[config.mk]
export PLATFORM = sky130hd
export DESIGN_NAME = pong_match_ctrl
export DESIGN_NICKNAME = d
export VERILOG_FILES = /design/src/rtl/pong_pkg.sv /design/src/rtl/btn_sync_edge.sv /design/src/rtl/pong_match_ctrl.sv
export SDC_FILE = /design/constraint.sdc
export NUM_CORES = 1
export LEC_CHECK = 0
export BUFFER_PORTS_ARGS = -buffer_cell sky130_fd_sc_hd__buf_4
export CORE_MARGIN = 2
export CORE_UTILIZATION = 33
export CTS_CLUSTER_DIAMETER = 200
export DETAILED_ROUTE_END_ITERATION = 10
export GPL_TIMING_DRIVEN = 1
export SKIP_CTS_REPAIR_TIMING = 1
export SLEW_MARGIN = 0
export SYNTH_ARGS = -nofsm -noshare
export SYNTH_HDL_FRONTEND = slang
export SYNTH_SLANG_ARGS = --single-unit
[constraint.sdc]
create_clock -name clk -period 3.2 [get_ports clk]
set_input_delay 0.16 -clock clk [delete_from_list [all_inputs] [get_ports clk]]
set_output_delay 0.16 -clock clk [all_outputs]
set_load 0.05 [all_outputs]
[src/rtl/pong_pkg.sv]
// Shared definitions for the Pong match sequencer: game state codes,
// winner codes and the default winning score.
package pong_pkg;

  typedef enum logic [2:0] {
    ST_IDLE  = 3'd0,
    ST_SERVE = 3'd1,
    ST_PLAY  = 3'd2,
    ST_POINT = 3'd3,
    ST_OVER  = 3'd4
  } state_t;

  localparam logic [1:0] WIN_NONE = 2'b00;
  localparam logic [1:0] WIN_P1   = 2'b01;
  localparam logic [1:0] WIN_P2   = 2'b10;

  localparam int DEFAULT_WIN_SCORE = 9;

endpackage

[src/rtl/btn_sync_edge.sv]
// Two-flop synchronizer for an asynchronous push button followed by a
// rising-edge detector producing a single-cycle pulse.
module btn_sync_edge (
  input  logic clk,
  input  logic reset,
  input  logic btn,
  output logic pulse
);

  logic meta;
  logic sync;
  logic sync_d;

  always_ff @(posedge clk or negedge reset) begin
    if (!reset) begin
      meta   <= 1'b0;
      sync   <= 1'b0;
      sync_d <= 1'b0;
    end else begin
      meta   <= btn;
      sync   <= meta;
      sync_d <= sync;
    end
  end

  assign pulse = sync & ~sync_d;

endmodule

[src/rtl/pong_match_ctrl.sv]
// Pong match sequencer: game FSM, serve/pause delay counter on the 1 ms
// tick, score keeping, serve direction and ball/paddle gating.
module pong_match_ctrl
  import pong_pkg::*;
#(
  parameter int WIN_SCORE      = DEFAULT_WIN_SCORE,
  parameter int SERVE_DELAY_MS = 1000,
  parameter int POINT_PAUSE_MS = 500
) (
  input  logic       clk,
  input  logic       reset,
  input  logic       clk_1ms,
  input  logic       start_btn,
  input  logic       p1_miss,
  input  logic       p2_miss,
  output logic [2:0] game_state,
  output logic       play_en,
  output logic       ball_reset,
  output logic       serve_dir,
  output logic [3:0] p1_score,
  output logic [3:0] p2_score,
  output logic [1:0] winner
);

  localparam int MAX_DELAY = (SERVE_DELAY_MS > POINT_PAUSE_MS) ? SERVE_DELAY_MS : POINT_PAUSE_MS;
  localparam int CNT_W     = $clog2(MAX_DELAY + 1);

  localparam logic [CNT_W-1:0] SERVE_LOAD = CNT_W'(SERVE_DELAY_MS);
  localparam logic [CNT_W-1:0] POINT_LOAD = CNT_W'(POINT_PAUSE_MS);
  localparam logic [CNT_W-1:0] CNT_ONE    = CNT_W'(1);
  localparam logic [3:0]       WIN_CNT    = 4'(WIN_SCORE);

  state_t           state, state_next;
  logic [CNT_W-1:0] cnt, cnt_next;
  logic             entry, entry_next;
  logic             play_en_next, ball_reset_next, serve_dir_next;
  logic [3:0]       p1_next, p2_next;
  logic [1:0]       winner_next;
  logic             start_pulse;

  btn_sync_edge u_start (
    .clk   (clk),
    .reset (reset),
    .btn   (start_btn),
    .pulse (start_pulse)
  );

  always_comb begin
    state_next     = state;
    cnt_next       = cnt;
    p1_next        = p1_score;
    p2_next        = p2_score;
    serve_dir_next = serve_dir;
    winner_next    = winner;

    case (state)
      ST_IDLE: begin
        p1_next     = '0;
        p2_next     = '0;
        winner_next = WIN_NONE;
        if (start_pulse) state_next = ST_SERVE;
      end
      ST_SERVE, ST_POINT: begin
        // The counter is loaded on the first cycle of the state; a tick
        // arriving on that same cycle is deliberately not counted.
        if (entry) begin
          cnt_next = (state == ST_SERVE) ? SERVE_LOAD : POINT_LOAD;
        end else if (clk_1ms && cnt != '0) begin
          cnt_next = cnt - CNT_ONE;
          if (cnt == CNT_ONE) state_next = (state == ST_SERVE) ? ST_PLAY : ST_SERVE;
        end
      end
      ST_PLAY: begin
        if (p1_miss && p2_miss) begin
          state_next = ST_POINT;
        end else if (p1_miss) begin
          serve_dir_next = 1'b0;
          if (p2_score < WIN_CNT) p2_next = p2_score + 4'd1;
          if (p2_next == WIN_CNT) begin
            state_next  = ST_OVER;
            winner_next = WIN_P2;
          end else begin
            state_next = ST_POINT;
          end
        end else if (p2_miss) begin
          serve_dir_next = 1'b1;
          if (p1_score < WIN_CNT) p1_next = p1_score + 4'd1;
          if (p1_next == WIN_CNT) begin
            state_next  = ST_OVER;
            winner_next = WIN_P1;
          end else begin
            state_next = ST_POINT;
          end
        end
      end
      ST_OVER: begin
        if (start_pulse) begin
          p1_next        = '0;
          p2_next        = '0;
          winner_next    = WIN_NONE;
          serve_dir_next = 1'b1;
          state_next     = ST_SERVE;
        end
      end
      default: state_next = ST_IDLE;
    endcase

    entry_next      = (state_next != state);
    play_en_next    = (state_next == ST_PLAY);
    ball_reset_next = (state_next == ST_SERVE) && (state != ST_SERVE);
  end

  always_ff @(posedge clk or negedge reset) begin
    if (!reset) begin
      state      <= ST_IDLE;
      cnt        <= '0;
      entry      <= 1'b0;
      play_en    <= 1'b0;
      ball_reset <= 1'b0;
      serve_dir  <= 1'b1;
      p1_score   <= '0;
      p2_score   <= '0;
      winner     <= WIN_NONE;
    end else begin
      state      <= state_next;
      cnt        <= cnt_next;
      entry      <= entry_next;
      play_en    <= play_en_next;
      ball_reset <= ball_reset_next;
      serve_dir  <= serve_dir_next;
      p1_score   <= p1_next;
      p2_score   <= p2_next;
      winner     <= winner_next;
    end
  end

  assign game_state = state;

endmodule

==> reports/metrics.yaml, run 1 <==
tightest_slew_ns: 0.5052
grt_use_total_pct: 14.16
synth.top_cell.area_share_pct: 40.42
die_h_um: 77.76
skew_ns: 0.009226
yosys_warnings: 0
hpwlAfterDp_um: 2848
numClockSinks: 30
setup_viol: 0
rows: 26
worst_hold_slack_ns: 0.1571
cts_buffers: 5
avgViaCountPerCell: 5.246
antenna_cells: 0
clock.fmax_mhz: 511.7
antenna_found_initial: 0
dr_total_vias: 1579
post-route-util_pct: 42.21
ir_drop_mv: 0.3485
worstSkewPairLatency_ns: 0.29
synth_cells: 205
cp-end-kind: "flip-flop"
gp_congestion: 0.8195
cts-htree-levels: 2
layout_worst_path_cycle_share_pct: 61.07
ys_seq_elements: 30
clkTransAtPathRegs_ns: 0.07
area_growth_pct: 21.60
synth_top_area_cell: "dfrtp_1"
yosys-top-cells-area: "dfrtp_1, o21ai_0, ha_1"
synth_common_cells: "dfrtp_1, nand2_1, o21ai_0, nor2_1, inv_1"
tns_ns: 0
cp_data_arrival_time_ns: 2.14
tritoncts: "done"
root_buffer: "clkbuf_8"
grt_overflow_total: 0
drc: 0
start_util_pct: 34.71
wirelength_um: 3976
rsz0062_at_grt: "no"
ant_nets: 0
synth_area_um2: 1795
ys_types: 52
drive_gt1_share_pct: 18.61
slew_headroom_pct: 66.32
outcome: "finished clean"
grt_pass1_wl_um: 6755
synthFlopType: "dfrtp_1"
clockBufferDepth: 2
yosysMostFrequentCell: "dfrtp_1"
setup_ws_ns: 1.246
start_kind: "flip-flop"
slew_viol_final: 0
hold_violations: 0
synth_edf_count: 0
p_per_area_nw_per_um2: 567.5
wl_per_cell_um: 13.21
nets: 243
core-area_um2: 5172
required_ns: 3.38
min_period_ns: 1.954
fillCellCount: 517
grt_pass1_vias: 1485
maxCapViolCount: 0
port_buffers: 21
dp_slack_ns: 1.252
die-area_um2: 6047
synthesis.nets: 218
die_w_um: 77.76
drt_pass1_iterations: 4
avgSynthCellArea_um2: 8.758
leakagePower_nw: 0.9407
path_class: "flip-flop to flip-flop"
min_path_type: "input pin to flip-flop"
path_max_fanout: 7
grt_max_degree: 31
async_reset_ff_share_pct: 100.0
synth_seq_area_share_pct: 41.88
io_pins: 22
dr.first_iter.drc_count: 83
-- where the power goes --
| group | switching, W | internal, W | total, W |
|---|---|---|---|
| registers | 0.0000820 | 0.000438 | 0.000521 |
| clock network | 0.000148 | 0.000332 | 0.000480 |
| logic | 0.000137 | 0.000101 | 0.000238 |
-- through the flow --
step / instances / total power (W) / instance area [um2]
finish: 301 / 0.001239 / 2183
global route: 301 / 0.001315 / 2183
floorplan: 205 / 0.0006883 / 1795
detailed placement: 291 / 0.0007612 / 2021
CTS: 299 / 0.001250 / 2163
global placement: 291 / 0.0007573 / 2021
-- path summary, 6_finish.rpt --
check / slack (ns) / start / cells after the start / endpoint
max: 1.25 / p1_score[0]$_DFFE_PN0P_ / 7 / winner[1]$_DFFE_PN0P_
min: 0.16 / p2_miss / 3 / winner[0]$_DFFE_PN0P_
max reg2reg: 1.25 / p1_score[0]$_DFFE_PN0P_ / 7 / winner[1]$_DFFE_PN0P_
min reg2reg: 0.36 / u_start.meta$_DFF_PN0_ / 0 / u_start.sync$_DFF_PN0_
max in group asynchronous: 2.54 / reset / 2 / serve_dir$_DFFE_PN1P_
min in group asynchronous: 0.33 / reset / 2 / p2_score[2]$_DFFE_PN0P_
-- placed cells by master, fill, tap and decap left out, types with 2 or more instances in the layout --
master         count
a21o_1             2
a21oi_1           13
a22o_1             2
a31oi_1            4
buf_4             21
bufinv_16          2
clkbuf_8           6
dfrtp_1           29
dlygate4sd3_1      2
ha_1               7
inv_1             14
nand2_1           22
nand2b_1           7
nand3_1            8
nand3b_1           2
nor2_1            19
nor2b_1            2
nor3_1             6
nor4_1             4
o21ai_0           22
o31ai_1            2
or3_1              3
-- critical path, cell delays in order, from the launching register on --
cell       delay, ns
dfrtp_1         0.46
inv_1           0.08
ha_1            0.31
and4bb_2        0.22
o311a_2         0.37
a21oi_2         0.18
nor3_1          0.08
a2bb2oi_2       0.15
-- area by class of cell --
class                           instances  area (um2)  area share [%]
Sequential cell                        30       752.0           34.44
Multi-Input combinational cell        156       970.9           44.47
Tap cell                               70       87.58           4.011
Timing Repair Buffer                   23       177.7           8.138
Clock buffer                            6       82.58           3.782
Inverter                               14       52.55           2.407
Clock inverter                          2       60.06           2.751
-- sequential cells by signal, summed over array words and instances (netlist names), 2 cells and up --
signal and flops:
cnt 10, winner 2, game_state 3, p1_score 4, p2_score 4
-- kinds of logic after synthesis --
logic type | count (synthesis) | synth area share [%]
AND/OR/NAND/NOR | 84 | 25.44
buffers and inverters | 19 | 4.041
flip-flops | 30 | 41.88
adder cells (fa/ha/maj) | 7 | 4.878
multiplexers | 2 | 1.185
XOR/XNOR | 2 | 0.9758
AO/OA/AOI/OAI | 61 | 21.60
-- layer usage --
metal / vias up / track usage, % / part of all wire (%)
met2: 33 / 23.71 / 50
met5: - / 0 / 0
li1: 786 / - / -
met1: 756 / 17.59 / 44
met3: 4 / 4.070 / 5.0
met4: 0 / 4.286 / 0.93
(Power assumes the default switching activity.)
==> inputs of run 2 (changes only) <==
clock period = 1.7 ns   (was 3.2 ns; I/O delays follow)
==> run 2 against run 1 <==
  * The flow now finishes with violations (setup timing)
  * First-iteration DRC count is 43% higher
  * Clock-buffer cell count is 1 higher
  * Non-clock buffer count is 27 higher
  * Core utilization is 6.3 points higher
  * Design area is 15% higher
  * Sequential power is 89% higher
  * Via count is 4.5% higher
  * Critical path depth stayed put
  * Routed wire length is 7.8% higher
  * Largest power group unchanged
  * Highest routed layer unchanged
==> reports/metrics.yaml, run 2 (same netlist as run 1, synthesis figures left out) <==
outcome: "finished with violations"  # was finished clean
violations: "setup timing"
wl_per_cell_um: 13.06  # was 13.21 um
port_buffers: 21  # unchanged
cts-htree-levels: 2  # unchanged
layout_common_cells: "buf_4, dfrtp_1, nand2_1, o21ai_0, nor2_1"  # was dfrtp_1, o21ai_0, nand2_1, buf_4, nor2_1
worstSkewPairLatency_ns: 0.28  # was 0.29 ns
ant_nets: 0  # unchanged
seqPwrFrac_pct: 41.4  # was 42.0%
min_period_ns: 1.743  # was 1.954 ns
clock.fmax_mhz: 573.9  # was 511.7 MHz
hold_violations: 0  # unchanged
fin_cells: 328  # was 301
cp_num_buf_inv: 1  # unchanged
fillCellCount: 498  # was 517
wirelength_um: 4285  # was 3976 um
drt_pass1_iterations: 4  # unchanged
clockBufferDepth: 2  # unchanged
swShare_pct: 32.07  # was 29.64%
grt_max_degree: 31  # unchanged
ir_drop_mv: 0.7142  # was 0.3485 mV
p_comb_share_pct: 29.0  # was 19.2%
cp_slowest_cell: "dfrtp_2"  # was dfrtp_1
avgViaCountPerCell: 5.030  # was 5.246
antenna_cells: 0  # unchanged
area_growth_pct: 39.86  # was 21.60%
gp_congestion: 0.8259  # was 0.8195
slew_headroom_pct: 69.05  # was 66.32%
critical_path.cell_chain: "inv_2 > ha_4 > and4bb_2 > o311a_4 > a21oi_4 > nor3_2 > a2bb2oi_2"  # was inv_1 > ha_1 > and4bb_2 > o311a_2 > a21oi_2 > nor3_1 > a2bb2oi_2
nets: 270  # was 243
top_regs: "cnt: 10 flops, p1_score: 4 flops, p2_score: 4 flops"  # unchanged
leakagePower_nw: 1.067  # was 0.9407 nW
largest_reg_flops: 10  # unchanged
path_class: "flip-flop to flip-flop"  # unchanged
p_int_w: 0.001613  # was 0.0008718 W
critPathTopFamily: "compound AO/OA/AOI/OAI gates"  # unchanged
setup_viol: 1  # was 0
core-area_um2: 5172  # unchanged
start_util_pct: 34.71  # unchanged
antenna_found_initial: 0  # unchanged
drive_gt1_share_pct: 39.92  # was 18.61%
maxCapViolCount: 0  # unchanged
grt_use_total_pct: 14.88  # was 14.16%
grt_pass1_vias: 1592  # was 1485
p_per_area_nw_per_um2: 945.5  # was 567.5 nW/um2
clkTransAtPathRegs_ns: 0.07  # about the same
die_h_um: 77.76  # unchanged
io_pins: 22  # unchanged
skew_ns: 0.006231  # was 0.009226 ns
start_kind: "flip-flop"  # unchanged
power_switching_w: 0.0007615  # was 0.0003672 W
cp-end-kind: "flip-flop"  # unchanged
tightest_slew_ns: 0.4593  # was 0.5052 ns
required_ns: 1.87  # was 3.38 ns
rows: 26  # unchanged
max_stage_delay_ns: 0.39  # was 0.46 ns
grt_pass1_wl_um: 7189  # was 6755 um
dr_total_vias: 1650  # was 1579
slew_viol_final: 0  # unchanged
placed_cells: 315  # was 291
cts_buffers: 5  # unchanged
die-area_um2: 6047  # unchanged
final_common_cell: "buf_4"  # was dfrtp_1
cp_data_arrival_time_ns: 1.92  # was 2.14 ns
grt_overflow_total: 0  # unchanged
drc: 0  # unchanged
min_path_type: "input pin to flip-flop"  # unchanged
top_register: "cnt"  # unchanged
root_buffer: "clkbuf_8"  # unchanged
power.share.clock_pct: 29.6  # was 38.8%
rsz0062_at_grt: "yes"  # was no
numClockSinks: 30  # unchanged
layout_worst_path_cycle_share_pct: 102.5  # was 61.07%
path_max_fanout: 4  # was 7
worst_hold_slack_ns: 0.09627  # was 0.1571 ns
die_w_um: 77.76  # unchanged
hpwlAfterDp_um: 3042  # was 2848 um
dp_slack_ns: -0.05449  # was 1.252 ns
tritoncts: "done"  # unchanged
dr.first_iter.drc_count: 119  # was 83
setup_ws_ns: -0.04252  # was 1.246 ns
==> run 2: final cells by class <==
| class | count | area [um2] | share of cell area [%] |
|---|---|---|---|
| clock buffers | 7 | 76.32 | 3.039 |
| clock inverters | 1 | 30.03 | 1.196 |
| inverters | 14 | 52.55 | 2.093 |
| multi-input cells | 156 | 1124 | 44.74 |
| flip-flops and latches | 30 | 760.7 | 30.29 |
| well taps | 70 | 87.58 | 3.488 |
| repair buffers | 50 | 380.4 | 15.15 |
==> run 2: power by group through the flow <==
stage	clock network (W)	logic, W	registers [W]
2_1_floorplan	0	0.000328	0.000970
3_3_place_gp	0	0.000547	0.000976
3_5_place_dp	0	0.000557	0.000973
4_1_cts	0.000728	0.000554	0.000966
5_1_grt	0.000767	0.000766	0.00100
6_report	0.000702	0.000689	0.000983
==> run 2: final timing paths <==
check	start	end	slack, ns	depth (start not counted)
min reg2reg	u_start.meta$_DFF_PN0_	u_start.sync$_DFF_PN0_	0.35	0
min	p2_miss	winner[0]$_DFFE_PN0P_	0.1	3
max reg2reg	p1_score[1]$_DFFE_PN0P_	winner[1]$_DFFE_PN0P_	-0.04	7
max in group asynchronous	reset	serve_dir$_DFFE_PN1P_	1.11	2
min in group asynchronous	reset	p2_score[1]$_DFFE_PN0P_	0.26	2
max	p1_score[1]$_DFFE_PN0P_	winner[1]$_DFFE_PN0P_	-0.04	7
==> run 2: worst min-delay path, cell delays in order <==
cell and delay (ns):
buf_4 0.14, nand3_1 0.06, nand2_1 0.05
==> run 2: metal layers <==
metal / global-route usage [%] / vias to the layer above / share of wire [%]
li1: - / 835 / -
met1: 18.48 / 774 / 47
met2: 24.91 / 34 / 48
met3: 4.651 / 7 / 4.2
met4: 3.929 / 0 / 1.4
met5: 0 / - / 0
==> run 2: per-stage QoR <==
step	cell area, um2	total power (W)	setup TNS (ns)	utilization [%]
CTS	2350	0.002248	-0.3865	45.43
global route	2511	0.002536	-0.3162	48.55
detailed placement	2243	0.001530	-0.2842	43.37
floorplan	1838	0.001299	-0.5532	-
finish	2511	0.002374	-0.04252	48.55
global placement	2243	0.001523	-0.1129	43.37
